==> config.mk <==
export PLATFORM = sky130hd
export DESIGN_NAME = mode_exit_ctrl
export DESIGN_NICKNAME = d
export VERILOG_FILES = /design/src/rtl/mode_exit_ctrl_pkg.sv /design/src/rtl/mode_exit_ctrl_cycle_timer.sv /design/src/rtl/mode_exit_ctrl.sv
export SDC_FILE = /design/constraint.sdc
export NUM_CORES = 1
export LEC_CHECK = 0
export CORE_ASPECT_RATIO = 1.2
export CORE_MARGIN = 2
export CORE_UTILIZATION = 45
export DETAILED_ROUTE_END_ITERATION = 12
export PLACE_DENSITY = 0.67
export SKIP_CTS_REPAIR_TIMING = 1
export SYNTH_ARGS = -nofsm -noshare
export SYNTH_HDL_FRONTEND = slang
export SYNTH_SLANG_ARGS = --single-unit
==> constraint.sdc <==
create_clock -name clk -period 5.28 [get_ports clk]
set_input_delay 0.792 -clock clk [delete_from_list [all_inputs] [get_ports clk]]
set_output_delay 0.792 -clock clk [all_outputs]
set_load 0.02 [all_outputs]
==> src/rtl/mode_exit_ctrl_pkg.sv <==
// Encodings shared by the mode selector and its exit controller.
// Mode codes must stay in step with the selector.
package mode_exit_ctrl_pkg;

  typedef enum logic [2:0] {
    MODE_DEFAULT = 3'd0,
    MODE_STORE   = 3'd1,
    MODE_GEN     = 3'd2,
    MODE_SHOW    = 3'd3,
    MODE_CALC    = 3'd4,
    MODE_SETUP   = 3'd5
  } mode_e;

  typedef enum logic [1:0] {
    EXIT_NONE = 2'd0,
    EXIT_USER = 2'd1,
    EXIT_DONE = 2'd2,
    EXIT_IDLE = 2'd3
  } exit_e;

  typedef enum logic [2:0] {
    ST_IDLE   = 3'd0,
    ST_ACTIVE = 3'd1,
    ST_DRAIN  = 3'd2,
    ST_EXIT   = 3'd3,
    ST_HOLD   = 3'd4
  } state_e;

  localparam int unsigned MODE_W = 3;
  localparam int unsigned SW_W   = 5;

  function automatic int unsigned tmr_w(input int unsigned tc);
    return (tc < 2) ? 1 : $clog2(tc);
  endfunction

endpackage

==> src/rtl/mode_exit_ctrl_cycle_timer.sv <==
// Saturating cycle counter with clear, preload-to-one and expire flag.
// Expire asserts while the count sits at TERM_CNT-1.
module mode_exit_ctrl_cycle_timer
  import mode_exit_ctrl_pkg::*;
#(
  parameter int unsigned TERM_CNT = 8
) (
  input  logic clk,
  input  logic rst_n,
  input  logic i_clr,
  input  logic i_load,
  input  logic i_en,
  output logic o_expire
);

  localparam int unsigned W = tmr_w(TERM_CNT);
  localparam logic [W-1:0] LAST = W'(TERM_CNT - 1);
  localparam logic [W-1:0] PRE  =
    (TERM_CNT > 1) ? W'(1) : '0;

  logic [W-1:0] r_cnt;

  // Load counts the loading cycle itself as elapsed.
  always_ff @(posedge clk or negedge rst_n) begin
    if (!rst_n) begin
      r_cnt <= '0;
    end else if (i_clr) begin
      r_cnt <= '0;
    end else if (i_load) begin
      r_cnt <= PRE;
    end else if (i_en && (r_cnt != LAST)) begin
      r_cnt <= r_cnt + W'(1);
    end
  end

  assign o_expire = (r_cnt == LAST);

endmodule

==> src/rtl/mode_exit_ctrl.sv <==
// Decides when the active mode ends and requests the selector to
// return to DEFAULT, draining or aborting a busy sub-block first.
module mode_exit_ctrl
  import mode_exit_ctrl_pkg::*;
#(
  parameter int unsigned BUSY_TIMEOUT_CYC = 5_000_000,
  parameter int unsigned IDLE_TIMEOUT_CYC = 0
) (
  input  logic              clk,
  input  logic              rst_n,
  input  logic              btn_pulse,
  input  logic [SW_W-1:0]   mode_sw,
  input  logic [MODE_W-1:0] mode_state,
  input  logic              sub_busy,
  input  logic              sub_done,
  output logic              exit_pulse,
  output logic              abort_pulse,
  output logic [1:0]        exit_reason,
  output logic [MODE_W-1:0] active_mode,
  output logic              in_mode
);

  localparam bit IDLE_EN = (IDLE_TIMEOUT_CYC != 0);
  localparam int unsigned IDLE_TC =
    IDLE_EN ? IDLE_TIMEOUT_CYC : 1;

  state_e            r_state;
  state_e            w_next;
  exit_e             r_reason;
  exit_e             w_reason;
  logic [MODE_W-1:0] r_mode;
  logic [SW_W-1:0]   r_sw_prev;
  logic              r_exit;
  logic              r_abort;
  logic              r_in;

  logic w_off;
  logic w_user;
  logic w_act;
  logic w_trig;
  logic w_idle_exp;
  logic w_busy_exp;
  logic w_in_active;

  assign w_in_active = (r_state == ST_ACTIVE);
  assign w_off  = (mode_state == MODE_DEFAULT);
  assign w_user = btn_pulse && (mode_sw == '0);
  assign w_act  = btn_pulse
               || (mode_sw != r_sw_prev)
               || (mode_state != r_mode);

  mode_exit_ctrl_cycle_timer #(
    .TERM_CNT (IDLE_TC)
  ) u_idle_tmr (
    .clk      (clk),
    .rst_n    (rst_n),
    .i_clr    (!w_in_active || w_act),
    .i_load   (1'b0),
    .i_en     (w_in_active),
    .o_expire (w_idle_exp)
  );

  mode_exit_ctrl_cycle_timer #(
    .TERM_CNT (BUSY_TIMEOUT_CYC)
  ) u_busy_tmr (
    .clk      (clk),
    .rst_n    (rst_n),
    .i_clr    (r_state == ST_IDLE),
    .i_load   (w_in_active),
    .i_en     (r_state == ST_DRAIN),
    .o_expire (w_busy_exp)
  );

  // Activity in the same cycle wins over an idle expiry.
  always_comb begin
    w_reason = EXIT_NONE;
    if (w_user) begin
      w_reason = EXIT_USER;
    end else if (sub_done) begin
      w_reason = EXIT_DONE;
    end else if (IDLE_EN && w_idle_exp && !w_act) begin
      w_reason = EXIT_IDLE;
    end
  end

  assign w_trig = (w_reason != EXIT_NONE);

  always_comb begin
    w_next = r_state;
    unique case (r_state)
      ST_IDLE: begin
        if (!w_off) w_next = ST_ACTIVE;
      end
      ST_ACTIVE: begin
        if (w_off) begin
          w_next = ST_IDLE;
        end else if (w_trig) begin
          w_next = sub_busy ? ST_DRAIN : ST_EXIT;
        end
      end
      ST_DRAIN: begin
        if (w_off) begin
          w_next = ST_IDLE;
        end else if (!sub_busy || w_busy_exp) begin
          w_next = ST_EXIT;
        end
      end
      ST_EXIT: w_next = ST_HOLD;
      ST_HOLD: begin
        if (w_off) w_next = ST_IDLE;
      end
      default: w_next = ST_IDLE;
    endcase
  end

  always_ff @(posedge clk or negedge rst_n) begin
    if (!rst_n) begin
      r_state   <= ST_IDLE;
      r_reason  <= EXIT_NONE;
      r_mode    <= '0;
      r_sw_prev <= '0;
      r_exit    <= 1'b0;
      r_abort   <= 1'b0;
      r_in      <= 1'b0;
    end else begin
      r_state   <= w_next;
      r_sw_prev <= mode_sw;
      r_exit    <= (w_next == ST_EXIT);
      r_abort   <= (r_state == ST_DRAIN)
                && (w_next == ST_EXIT)
                && sub_busy;
      r_in      <= (w_next != ST_IDLE);
      if (w_next == ST_IDLE) begin
        r_mode <= '0;
      end else if (r_state == ST_IDLE
                || r_state == ST_ACTIVE) begin
        r_mode <= mode_state;
      end
      if (r_state == ST_IDLE && !w_off) begin
        r_reason <= EXIT_NONE;
      end else if (w_in_active && !w_off && w_trig) begin
        r_reason <= w_reason;
      end
    end
  end

  assign exit_pulse  = r_exit;
  assign abort_pulse = r_abort;
  assign exit_reason = r_reason;
  assign active_mode = r_mode;
  assign in_mode     = r_in;

endmodule
==> results of run 1 <==
-- registers in the layout (all words and copies together) (netlist names) --
signal,flops
abort_pulse,1
active_mode,3
exit_pulse,1
exit_reason,2
in_mode,1
r_state,3
u_busy_tmr.r_cnt,23
-- cell families (layout without fill, tap and decap cells) --
logic type      count (synthesis)  after routing  synth area share
flops                          34             34             0.466
compound gates                 39             39             0.132
simple gates                   98             98             0.297
buf+inv                        12             34            0.0384
mux                             3              3            0.0164
fa+ha+maj                       1              1           0.00685
xor+xnor                        9              9            0.0432
-- how the worst max path moves through the flow --
stage,startpoint,end,slack [ns],depth (start not counted)
finish,u_busy_tmr.r_cnt[13],u_busy_tmr.r_cnt[4],3.01,5
CTS,u_busy_tmr.r_cnt[6],u_busy_tmr.r_cnt[4],3.02,5
global placement,mode_sw[1],exit_pulse,2.85,6
global route,u_busy_tmr.r_cnt[6],u_busy_tmr.r_cnt[4],2.77,5
floorplan,mode_sw[1],exit_pulse,3.41,5
detailed placement,mode_state[0],exit_reason[0],2.79,6
-- power breakdown --
group	switching, mW	internal [mW]	leakage (nW)	total [mW]
sequential	0.0490	0.298	0.457	0.347
clock	0.0998	0.140	0.0504	0.240
combinational	0.142	0.102	0.396	0.245
total	0.291	0.541	0.904	0.832
-- synth_stat cells, types with 2 or more instances --
cell type / instances
nand4_1: 11
and3_1: 6
a31oi_1: 2
a21oi_1: 14
nor3_1: 3
nor4_1: 3
nand2_1: 25
dfrtp_1: 34
nand3b_1: 2
o21ai_0: 4
mux2i_1: 3
o211ai_1: 3
o21ai_1: 7
clkbuf_1: 5
nor2_1: 19
or3_1: 7
inv_1: 4
a41o_1: 2
xor2_1: 8
nand3_1: 7
and4_1: 2
-- stage by stage --
step,std cells,area [µm²],utilization,hold WS (ns)
3_5_place_dp,264,2050,0.525,0.473
3_3_place_gp,264,2050,0.525,0.485
5_1_grt,272,2170,0.555,0.530
2_1_floorplan,196,1830,-,0.452
4_1_cts,272,2170,0.555,0.496
6_report,272,2170,0.555,0.503
-- layout make-up --
class / instances / area [µm²] / area share
clock buffers: 5 / 68.8 / 0.0317
clock inverters: 3 / 45.0 / 0.0208
inverters: 4 / 15.0 / 0.00692
multi-input cells: 150 / 906 / 0.418
flip-flops and latches: 34 / 851 / 0.392
well taps: 54 / 67.6 / 0.0312
repair buffers: 22 / 215 / 0.0992
-- metal layers --
metal / routed length (µm) / global-route usage / share of wire
met5: 0 / 0 / 0
met2: 2160 / 0.374 / 0.54
met1: 1640 / 0.211 / 0.41
met3: 138 / 0.0413 / 0.034
met4: 62 / 0.0716 / 0.015
==> run_results.csv, run 1 <==
group,metric,value,unit
setup_path,endpoint_kind,"flip-flop",
power,peakVddDrop,315,µV
power,finalPower,0.832,mW
setup_path,reg2reg_slack,3.01,ns
die,initial_core_util,0.467,
power,p_per_area,384,mW/mm²
hold_path,min_to,"u_busy_tmr.r_cnt[5]",
clock_tree,clock-sinks,34,
cells_and_area,diodes,0,
run_status,status,"completed",
hold_path,hp-start,"u_busy_tmr.r_cnt[5]",
synth,yosysTopAreaCellShare,0.466,
cells_and_area,nFillCells,382,
setup_path,max_stage_delay,0.68,ns
power,p_leak,0.904,nW
synth,synth_nets,210,
synth,yosysTopAreaCell,"dfrtp_1",
clock_tree,clkLatencyLatePin,0.29,ns
setup_path,arrival,2.45,ns
synth,ys_types,46,
placement,gp_congestion,0.812,
routing,post-route-drc-count,0,
setup_path,crit_buf_inv,0,
synth,synth_edf_count,0,
sta,timing.final.crit_share,0.429,
synth,ys_async_sr_fraction,1.00,
synth,synth_area_leaders,"dfrtp_1 47%, nand2_1 5.1%, nor2_1 3.9%",
grt,grt_pass1_vias,1565,
clock_tree,cts_made_buffers,5,
sta,worst_pin_slew,0.707,ns
die,dieHeight,73.8,µm
sta,fin_skew,0.00916,ns
setup_path,crit_type,"reg2reg",
sta,fin_crit,2.27,ns
setup_path,cp_max_fo,19,
routing,avgViaCountPerCell,5.75,
grt,grt_pass1_wl,7000,µm
hold_path,holdPathStages,1,
hold_path,min_path_type,"reg2reg",
die,rows,25,
setup_path,crit_required,5.47,ns
routing,drt-initial-drc-count,75,
synth,netlist_instances,196,
clock_tree,cts_buffer_depth,2,
sta,drv_slew,0,
placement,dp_hpwl,2870,µm
setup_path,crit_family,"simple AND/OR/NAND/NOR gates",
job,maxCapViolCount,0,
setup_path,path_cells,"or4b_1 -> nor4_2 -> and4_1 -> o311ai_0 -> o41ai_1",
sta,timing.fmax,441,MHz
synth,synth_area_per_cell,9.32,µm²
die,ios,21,
routing,via_count,1565,
sta,slew_headroom,0.525,
die,dieArea,0.00459,mm²
clock_tree,tritoncts,"done",
cells_and_area,final_cell_mix,"34 x dfrtp_1, 25 x nand2_1, 20 x clkdlybuf4s50_1",
routing,wl,4000,µm
setup_path,r2r-start,"u_busy_tmr.r_cnt[13]",
cells_and_area,area_growth,18.7,%
synth,synth-main-ff-cell,"dfrtp_1",
synth,synth_seq_area_share,0.466,
sta,setup-tns-final,0,ns
cells_and_area,drive_above_1_share,0.0780,
setup_path,ff2ff_path_depth,5,
synth,synth_warnings,0,
setup_path,cp_slowest_cell,"and4_1",
placement,dpl_worst_slack,2.79,ns
setup_path,rr_endpoint,"u_busy_tmr.r_cnt[4]",
sta,setup_viol,0,
clock_tree,clkSlewWorstSetupHoldPaths,0.08,ns
routing,drt-pass1-iter-count,4,
die,coreArea,0.00391,mm²
sta,setup_slack,3.01,ns
grt,grt_max_degree,35,
sta,hold_violations,0,
grt,grt_util_all_layers,0.194,
die,die_x,62.2,µm
routing,wl_per_cell,14.7,µm
grt,antenna_found_initial,0,
grt,gr-total-overflow,0,
placement,port_buffers,20,
synth,ys_ff_latch,34,
setup_path,startpoint_type,"flip-flop",
cells_and_area,mostFrequentLayoutCell,"dfrtp_1",
sta,rsz0062_at_grt,"no",
synth,synth_area,0.00183,mm²
routing,ant_nets,0,
clock_tree,cts-root-buf,"clkbuf_8",
clock_tree,h-tree-depth,2,
cells_and_area,fin_nets,231,
Note: power is estimated with default switching activity, not from simulation.
==> run 2, diff against run 1 <==
Clock period 5.28 ns to 2.2 ns, I/O delays scaled along.
==> run_results.csv, run 2 (synthesis gave the netlist of run 1 again) <==
group,metric,value,unit
die,ios,21,
placement,dpl_worst_slack,0.148,ns
sta,worst_pin_slew,0.614,ns
sta,setup_slack,0.177,ns
routing,via_count,1607,
sta,timing.hold.ws,0.440,ns
routing,drt-initial-drc-count,65,
power,peakVddDrop,507,µV
placement,dpl.cell_count,273,
placement,postPlaceCellArea,0.00212,mm²
sta,slew_headroom,0.589,
clock_tree,cts_buffer_depth,2,
clock_tree,clock-sinks,34,
grt,grt_util_all_layers,0.213,
sta,hold_violations,0,
setup_path,crit_required,2.40,ns
job,maxCapViolCount,0,
setup_path,r2r-start,"u_busy_tmr.r_cnt[12]",
routing,post-route-drc-count,0,
grt,grt_max_degree,35,
cells_and_area,fin_nets,240,
clock_tree,h-tree-depth,2,
sta,setup_viol,0,
setup_path,cp_slowest_cell,"or4b_1",
setup_path,startpoint_type,"flip-flop",
cells_and_area,drive_above_1_share,0.119,
sta,fin_crit,2.02,ns
sta,timing.fmax,494,MHz
routing,wl,4290,µm
cells_and_area,mostFrequentLayoutCell,"dfrtp_1",
sta,setup-tns-final,0,ns
setup_path,endpoint_kind,"flip-flop",
cells_and_area,diodes,0,
placement,dp_hpwl,3160,µm
setup_path,cp_max_fo,7,
sta,timing.final.crit_share,0.919,
cells_and_area,largest_reg_flops,23,
cells_and_area,instances_no_fill,281,
clock_tree,clkSlewWorstSetupHoldPaths,0.07,ns
grt,gr-total-overflow,0,
clock_tree,cts-root-buf,"clkbuf_8",
cells_and_area,final_cell_mix,"34 x dfrtp_1, 25 x nand2_1, 20 x clkdlybuf4s50_1",
power,p_switching,0.707,mW
setup_path,arrival,2.23,ns
die,rows,25,
hold_path,min_path_type,"in2async",
power,power_frac_seq,0.394,
routing,avgViaCountPerCell,5.72,
die,dieHeight,73.8,µm
clock_tree,cts_made_buffers,5,
clock_tree,clkLatencyLatePin,0.29,ns
power,finalPower,1.95,mW
power,swShare,0.363,
die,die_x,62.2,µm
routing,ant_nets,0,
sta,rsz0062_at_grt,"no",
placement,port_buffers,20,
setup_path,cp-startpoint,"u_busy_tmr.r_cnt[12]",
cells_and_area,stdcell_area,0.00222,mm²
setup_path,crit_type,"reg2reg",
die,coreArea,0.00391,mm²
power,clock_power_share,0.251,
grt,grt_pass1_wl,7510,µm
cells_and_area,top_register,"u_busy_tmr.r_cnt",
cells_and_area,utilization,0.567,
routing,drt-pass1-iter-count,7,
run_status,status,"completed",
power,p_leak,0.948,nW
clock_tree,tritoncts,"done",
power,p_per_area,878,mW/mm²
cells_and_area,area_growth,21.4,%
grt,antenna_found_initial,0,
power,power.internal,1.24,mW
grt,grt_pass1_vias,1705,
routing,wl_per_cell,15.3,µm
sta,fin_skew,0.00962,ns
setup_path,max_stage_delay,0.53,ns
power,combPwrFrac,0.355,
die,initial_core_util,0.467,
die,dieArea,0.00459,mm²
sta,drv_slew,0,
setup_path,path_cells,"or4b_1 -> nor4_2 -> and4_2 -> buf_4 -> nand2_4 -> nor3b_2",
placement,gp_congestion,0.820,
-- run 2: layout make-up --
type                       instances  area, µm²
inverter                           4       15.0
timing repair buffer              31        283
clock buffer                       6       82.6
fill                             380       1690
tap                               54       67.6
clock inverter                     2       12.5
multi-input combinational        150        907
sequential                        34        851
-- run 2: layer usage --
| metal | up-vias | wire, µm | GRT usage |
|---|---|---|---|
| li1 | 770 | - | - |
| met1 | 781 | 1700 | 0.216 |
| met2 | 48 | 2280 | 0.406 |
| met3 | 8 | 201 | 0.0582 |
| met4 | 0 | 100 | 0.104 |
| met5 | - | 0 | 0 |
-- run 2: final timing paths --
check / end / slack (ns) / depth (start not counted)
min in group clk: u_busy_tmr.r_cnt[5] / 0.49 / 1
min: u_busy_tmr.r_cnt[20] / 0.44 / 2
max: abort_pulse / 0.18 / 6
max in group asynchronous: u_busy_tmr.r_cnt[19] / 1.44 / 2
min reg2reg: u_busy_tmr.r_cnt[5] / 0.49 / 1
max reg2reg: abort_pulse / 0.18 / 6
-- run 2: power groups by stage --
stage	registers (mW)	logic (mW)	clock network [mW]
global placement	0.774	0.673	0
floorplan	0.845	0.352	0
global route	0.779	0.766	0.527
detailed placement	0.779	0.693	0
CTS	0.767	0.697	0.503
finish	0.767	0.692	0.490
-- run 2: worst max-delay path: cells and delay by family (launching register included) --
kind / cells / cell delay, ns
buf+inv: 1 / 0.18
flops: 1 / 0.43
simple gates: 5 / 1.34
